[src/rtl/eh2_pkg.sv]
// rtl/eh2_pkg.sv - shared types and defaults for the EX-stage ALU issue arbiter
package eh2_pkg;

  localparam int ALU_PKT_W = 160;

  typedef struct packed {
    logic [ALU_PKT_W-1:0] pkt;
    logic                 is_br;
  } eh2_alu_arb_entry_t;

endpackage

[src/rtl/eh2_exu_alu_arb_buf.sv]
// rtl/eh2_exu_alu_arb_buf.sv - per-thread 1-entry op holding buffer with branch-block flag
module eh2_exu_alu_arb_buf
  import eh2_pkg::*;
#(
  parameter int PKT_W = ALU_PKT_W
) (
  input  logic             clk,
  input  logic             rst,
  input  logic             req_valid,
  input  logic             req_is_br,
  input  logic [PKT_W-1:0] req_pkt,
  input  logic             kill,
  input  logic             issue,
  input  logic             resolve,
  output logic             buf_v,
  output logic             blk,
  output logic [PKT_W-1:0] pkt
);

  logic is_br;

  always_ff @(posedge clk) begin
    if (rst) begin
      buf_v <= 1'b0;
      blk   <= 1'b0;
      is_br <= 1'b0;
      pkt   <= '0;
    end else begin
      // kill drops both the held op and any op offered in the same cycle
      if (kill) begin
        buf_v <= 1'b0;
      end else if (req_valid && !buf_v) begin
        buf_v <= 1'b1;
        pkt   <= req_pkt;
        is_br <= req_is_br;
      end else if (issue) begin
        buf_v <= 1'b0;
      end

      if (issue && is_br) begin
        blk <= 1'b1;
      end else if (kill || resolve) begin
        blk <= 1'b0;
      end
    end
  end

endmodule

[src/rtl/eh2_exu_alu_arb.sv]
// rtl/eh2_exu_alu_arb.sv - round-robin issue arbiter for the shared EX-stage ALU
module eh2_exu_alu_arb
  import eh2_pkg::*;
#(
  parameter int NUM_THREADS = 2,
  parameter int PKT_W       = ALU_PKT_W
) (
  input  logic                         clk,
  input  logic                         rst,
  input  logic [NUM_THREADS-1:0]       flush,
  input  logic                         alu_stall,
  input  logic [NUM_THREADS-1:0]       req_valid,
  output logic [NUM_THREADS-1:0]       req_ready,
  input  logic [NUM_THREADS-1:0]       req_is_br,
  input  logic [NUM_THREADS*PKT_W-1:0] req_pkt,
  output logic                         alu_valid,
  output logic                         alu_enable,
  output logic                         alu_tid,
  output logic [PKT_W-1:0]             alu_pkt,
  input  logic                         res_valid,
  input  logic                         res_tid,
  input  logic [NUM_THREADS-1:0]       res_flush,
  output logic [NUM_THREADS-1:0]       blocked
);

  logic [NUM_THREADS-1:0] buf_v;
  logic [NUM_THREADS-1:0] blk;
  logic [NUM_THREADS-1:0] kill;
  logic [NUM_THREADS-1:0] elig;
  logic [NUM_THREADS-1:0] issue;
  logic [PKT_W-1:0]       buf_pkt [NUM_THREADS];
  logic                   sel_any;
  logic                   sel_tid;

  assign kill      = flush | res_flush;
  assign elig      = buf_v & ~blk & ~kill & {NUM_THREADS{~alu_stall}};
  assign req_ready = ~buf_v;
  assign blocked   = blk;

  for (genvar t = 0; t < NUM_THREADS; t++) begin : g_thr
    assign issue[t] = sel_any && (sel_tid == 1'(t));

    eh2_exu_alu_arb_buf #(.PKT_W(PKT_W)) u_buf (
      .clk       (clk),
      .rst       (rst),
      .req_valid (req_valid[t]),
      .req_is_br (req_is_br[t]),
      .req_pkt   (req_pkt[t*PKT_W +: PKT_W]),
      .kill      (kill[t]),
      .issue     (issue[t]),
      .resolve   (res_valid && (res_tid == 1'(t))),
      .buf_v     (buf_v[t]),
      .blk       (blk[t]),
      .pkt       (buf_pkt[t])
    );
  end

  if (NUM_THREADS == 1) begin : g_sel1
    assign sel_any = elig[0];
    assign sel_tid = 1'b0;
  end else begin : g_sel2
    logic rr_ptr;

    always_comb begin
      sel_any = 1'b0;
      sel_tid = 1'b0;
      if (elig[rr_ptr]) begin
        sel_any = 1'b1;
        sel_tid = rr_ptr;
      end else if (elig[~rr_ptr]) begin
        sel_any = 1'b1;
        sel_tid = ~rr_ptr;
      end
    end

    // pointer only moves on a real issue, so a stall keeps the preferred thread
    always_ff @(posedge clk) begin
      if (rst) begin
        rr_ptr <= 1'b0;
      end else if (sel_any) begin
        rr_ptr <= ~sel_tid;
      end
    end
  end

  assign alu_valid  = sel_any;
  assign alu_enable = sel_any;
  assign alu_tid    = sel_tid;
  assign alu_pkt    = sel_any ? buf_pkt[sel_tid] : '0;

  a_one_issue : assert property (@(posedge clk) disable iff (rst) $onehot0(issue));
  a_issue_ok  : assert property (@(posedge clk) disable iff (rst)
                                 alu_valid |-> (buf_v[alu_tid] && !blk[alu_tid]));
  a_no_flush  : assert property (@(posedge clk) disable iff (rst) (issue & flush) == '0);

endmodule

[config.mk]
export PLATFORM = sky130hd
export DESIGN_NAME = eh2_exu_alu_arb
export DESIGN_NICKNAME = d
export VERILOG_FILES = /design/src/rtl/eh2_pkg.sv /design/src/rtl/eh2_exu_alu_arb_buf.sv /design/src/rtl/eh2_exu_alu_arb.sv
export SDC_FILE = /design/constraint.sdc
export NUM_CORES = 1
export LEC_CHECK = 0
export ABC_AREA = 1
export BUFFER_PORTS_ARGS = -buffer_cell sky130_fd_sc_hd__buf_2
export CAP_MARGIN = 15
export CORE_MARGIN = 8
export CORE_UTILIZATION = 35
export DETAILED_ROUTE_END_ITERATION = 16
export SYNTH_ARGS = -nofsm -noshare
export SYNTH_HDL_FRONTEND = slang
export SYNTH_SLANG_ARGS = --single-unit
export TNS_END_PERCENT = 30
[constraint.sdc]
create_clock -name clk -period 1.7 [get_ports clk]
set_input_delay 0.17 -clock clk [delete_from_list [all_inputs] [get_ports clk]]
set_output_delay 0.17 -clock clk [all_outputs]
set_load 0.01 [all_outputs]
==> impl_metrics.env <==
export IMPL_endpoint_kind="primary output"
export IMPL_start_util_pct=35.19
export IMPL_vias=16900
export IMPL_power_per_cell_area_mw_per_mm2=815.1
export IMPL_syn_area_per_cell_um2=6.849
export IMPL_ys_ff_latch=327
export IMPL_clkSlewWorstSetupHoldPaths_ns=0.06
export IMPL_ys_warnings_count=0
export IMPL_firstDrtPassIters=7
export IMPL_violations="setup timing"
export IMPL_numCtsBuffers=38
export IMPL_ir_drop_uv=709.6
export IMPL_yosysSeqAreaShare_pct=48.47
export IMPL_maxCapViolCount=0
export IMPL_fin_crit_ns=2.224
export IMPL_clk_latency_ns=0.54
export IMPL_port_buffers=499
export IMPL_syn_inst=1972
export IMPL_area_growth_pct=69.94
export IMPL_tightest_slew_ns=0.4646
export IMPL_synth_simple_area_share_pct=33.72
export IMPL_slew_viol_final=0
export IMPL_grt_use_total_pct=26.03
export IMPL_setup_violations=278
export IMPL_netlist_area_mm2=0.01351
export IMPL_hold_violations=0
export IMPL_path_cells="buf_6 -> nor2_4 -> nand3_2 -> nand2_4 -> buf_12 -> buf_12 -> buf_16 -> nand3_1 -> nand2_2 -> buf_2"
export IMPL_htree_num_levels=2
export IMPL_crit_path_frequent_cell="buf_12"
export IMPL_grt_setup_unrepaired="yes"
export IMPL_die_x_um=212.4
export IMPL_final_nets=3109
export IMPL_crit_slowest_cell="dfxtp_2"
export IMPL_grt_max_degree=105
export IMPL_grt_pass1_wl_mm=93.87
export IMPL_root_buffer="clkbuf_16"
export IMPL_cts_tree="built"
export IMPL_ys_types=21
export IMPL_wl_per_cell_um=18.85
export IMPL_cts_sinks=327
export IMPL_worstSetupPathType="register to primary output"
export IMPL_io_pins=500
export IMPL_critPathRequiredTime_ns=1.53
export IMPL_timing_final_crit_share_pct=130.8
export IMPL_crit_family="buffers and inverters"
export IMPL_cts_path_max_buffers=3
export IMPL_via_per_inst=5.076
export IMPL_total_power_mw=18.71
export IMPL_drive_above_1_share_pct=26.34
export IMPL_gp_congestion=0.9531
export IMPL_cp_max_fo=7
export IMPL_syn_num_nets=2305
export IMPL_drc=0
export IMPL_num_rows=72
export IMPL_hold_path_class="input pin to register"
export IMPL_grt_overflow=0
export IMPL_slowest_delay_ns=0.33
export IMPL_final_cell_mix="644 x nor2_1, 435 x buf_2, 326 x dlygate4sd3_1, 324 x dfxtp_1, 305 x o21ai_0"
export IMPL_coreArea_mm2=0.03838
export IMPL_final_common_cell="nor2_1"
export IMPL_status="finished with violations"
export IMPL_synthXorXnorAreaFrac_pct=0
export IMPL_antenna_found_initial=6
export IMPL_dp_hpwl_mm=37.07
export IMPL_cp_num_buf_inv=5
export IMPL_grt_pass1_vias=16970
export IMPL_synthMuxAreaShare_pct=0
export IMPL_fmax_mhz=449.6
export IMPL_design_area_mm2=0.02295
export IMPL_p_leak_nw=10.77
export IMPL_synth_top_family_by_area="simple AND/OR/NAND/NOR gates"
export IMPL_yosys_area_share_adder_pct=0
export IMPL_layout_setup_ws_ns=-0.5242
export IMPL_die_area_mm2=0.04513
export IMPL_synth_compound_area_share_pct=12.14
export IMPL_dpl_instance_area_mm2=0.01671
export IMPL_final_antenna_net_count=0
export IMPL_dr_first_iter_drc_count=1599
export IMPL_die_h_um=212.4
export IMPL_slew_headroom_pct=68.70
export IMPL_finalWirelength_mm=62.75
export IMPL_skew_ns=0.01526
export IMPL_cp_start_kind="register"
export IMPL_critPathArrivalTime_ns=2.05
==> per-stage QoR <==
stage	setup TNS [ns]	utilization, %	worst slack (ns)	hold WS (ns)	cells
after floorplan	0	-	0.2526	0.2391	1972
after detailed placement	-7.975	43.55	-0.1892	0.3993	2885
after global placement	-7.959	43.55	-0.1972	0.3938	2885
final	-74.52	59.81	-0.5242	0.07741	3329
after CTS	-80.79	58.50	-0.5457	0.004488	3310
after global routing	-103.82	59.78	-0.6329	0.05825	3325
==> Yosys cell counts <==
| master | count | area share (%) |
|---|---|---|
| nand2_2 | 1 | 0.046 |
| inv_1 | 5 | 0.14 |
| nor2_1 | 648 | 18 |
| o21ai_1 | 18 | 0.67 |
| o211ai_1 | 1 | 0.056 |
| nand4_1 | 1 | 0.046 |
| dfxtp_1 | 327 | 48 |
| nand3_1 | 165 | 6.1 |
| clkbuf_1 | 77 | 2.1 |
| nor3_4 | 1 | 0.12 |
| nor2_2 | 1 | 0.046 |
| o21ai_0 | 305 | 11 |
| buf_4 | 12 | 0.67 |
| a21oi_1 | 3 | 0.11 |
| buf_2 | 70 | 2.6 |
| nand2_1 | 329 | 9.1 |
| nand3_2 | 1 | 0.074 |
| inv_2 | 4 | 0.11 |
| clkinv_1 | 1 | 0.028 |
| nor3_1 | 1 | 0.037 |
| nor2_4 | 1 | 0.083 |
==> cell type report <==
type / instances / area [µm²]
fill: 3263 / 15420
timing repair buffer: 923 / 7850
multi-input combinational: 1476 / 6573
sequential: 327 / 6550
clock buffer: 61 / 1161
tap: 518 / 648.1
clock inverter: 5 / 77.57
inverter: 10 / 71.32
antenna: 9 / 22.52
==> registers in the layout, summed over array words and instances (netlist names) <==
name,cells
g_thr.u_buf.is_br,2
g_sel2.rr_ptr,1
g_thr.u_buf.blk,2
g_thr.u_buf.pkt,320
g_thr.u_buf.buf_v,2
==> metal layers <==
metal	vias to the layer above	share of wire [%]	GRT usage [%]
met5	-	0.027	0
met1	7716	39	31.77
met4	2	4.8	12.76
met3	203	10	6.810
met2	1029	46	42.19
li1	7947	-	-
==> where the power goes <==
group / total (mW) / switching, mW / internal (mW)
sequential: 8.28 / 0.216 / 8.06
combinational: 2.21 / 1.04 / 1.17
clock: 8.22 / 3.25 / 4.96
total: 18.7 / 4.51 / 14.2
==> worst register-to-register path, delay by kind of cell, from the launching register on <==
family | cells | cell delay [ns]
flops | 1 | 0.32
simple gates | 4 | 0.61
buf+inv | 6 | 0.79
==> kinds of logic (layout without fill, tap and decap cells) <==
family,after synthesis,count (layout)
flops,327,327
other cells,0,9
compound gates,327,327
buf+inv,169,999
simple gates,1149,1149
==> timing repair <==
item	in CTS	in global routing
hold buffers	326	0
setup endpoints to repair	189	242
gates cloned	17	5
gates resized for setup	120	85
pin swaps	16	22
setup buffers	16	8
hold endpoints to repair	326	0
==> final timing paths <==
path,start,end,slack (ns),cells past startpoint
worst max register to register,g_thr[0].u_buf.buf_v,g_thr[0].u_buf.pkt[159],-0.12,10
worst min register to register,g_thr[0].u_buf.buf_v,g_thr[0].u_buf.buf_v,0.46,2
worst max-delay path,g_thr[1].u_buf.blk,alu_pkt[33],-0.52,10
worst min-delay path,req_pkt[317],g_thr[1].u_buf.pkt[157],0.08,3
Power figures use the tool's default switching activity.
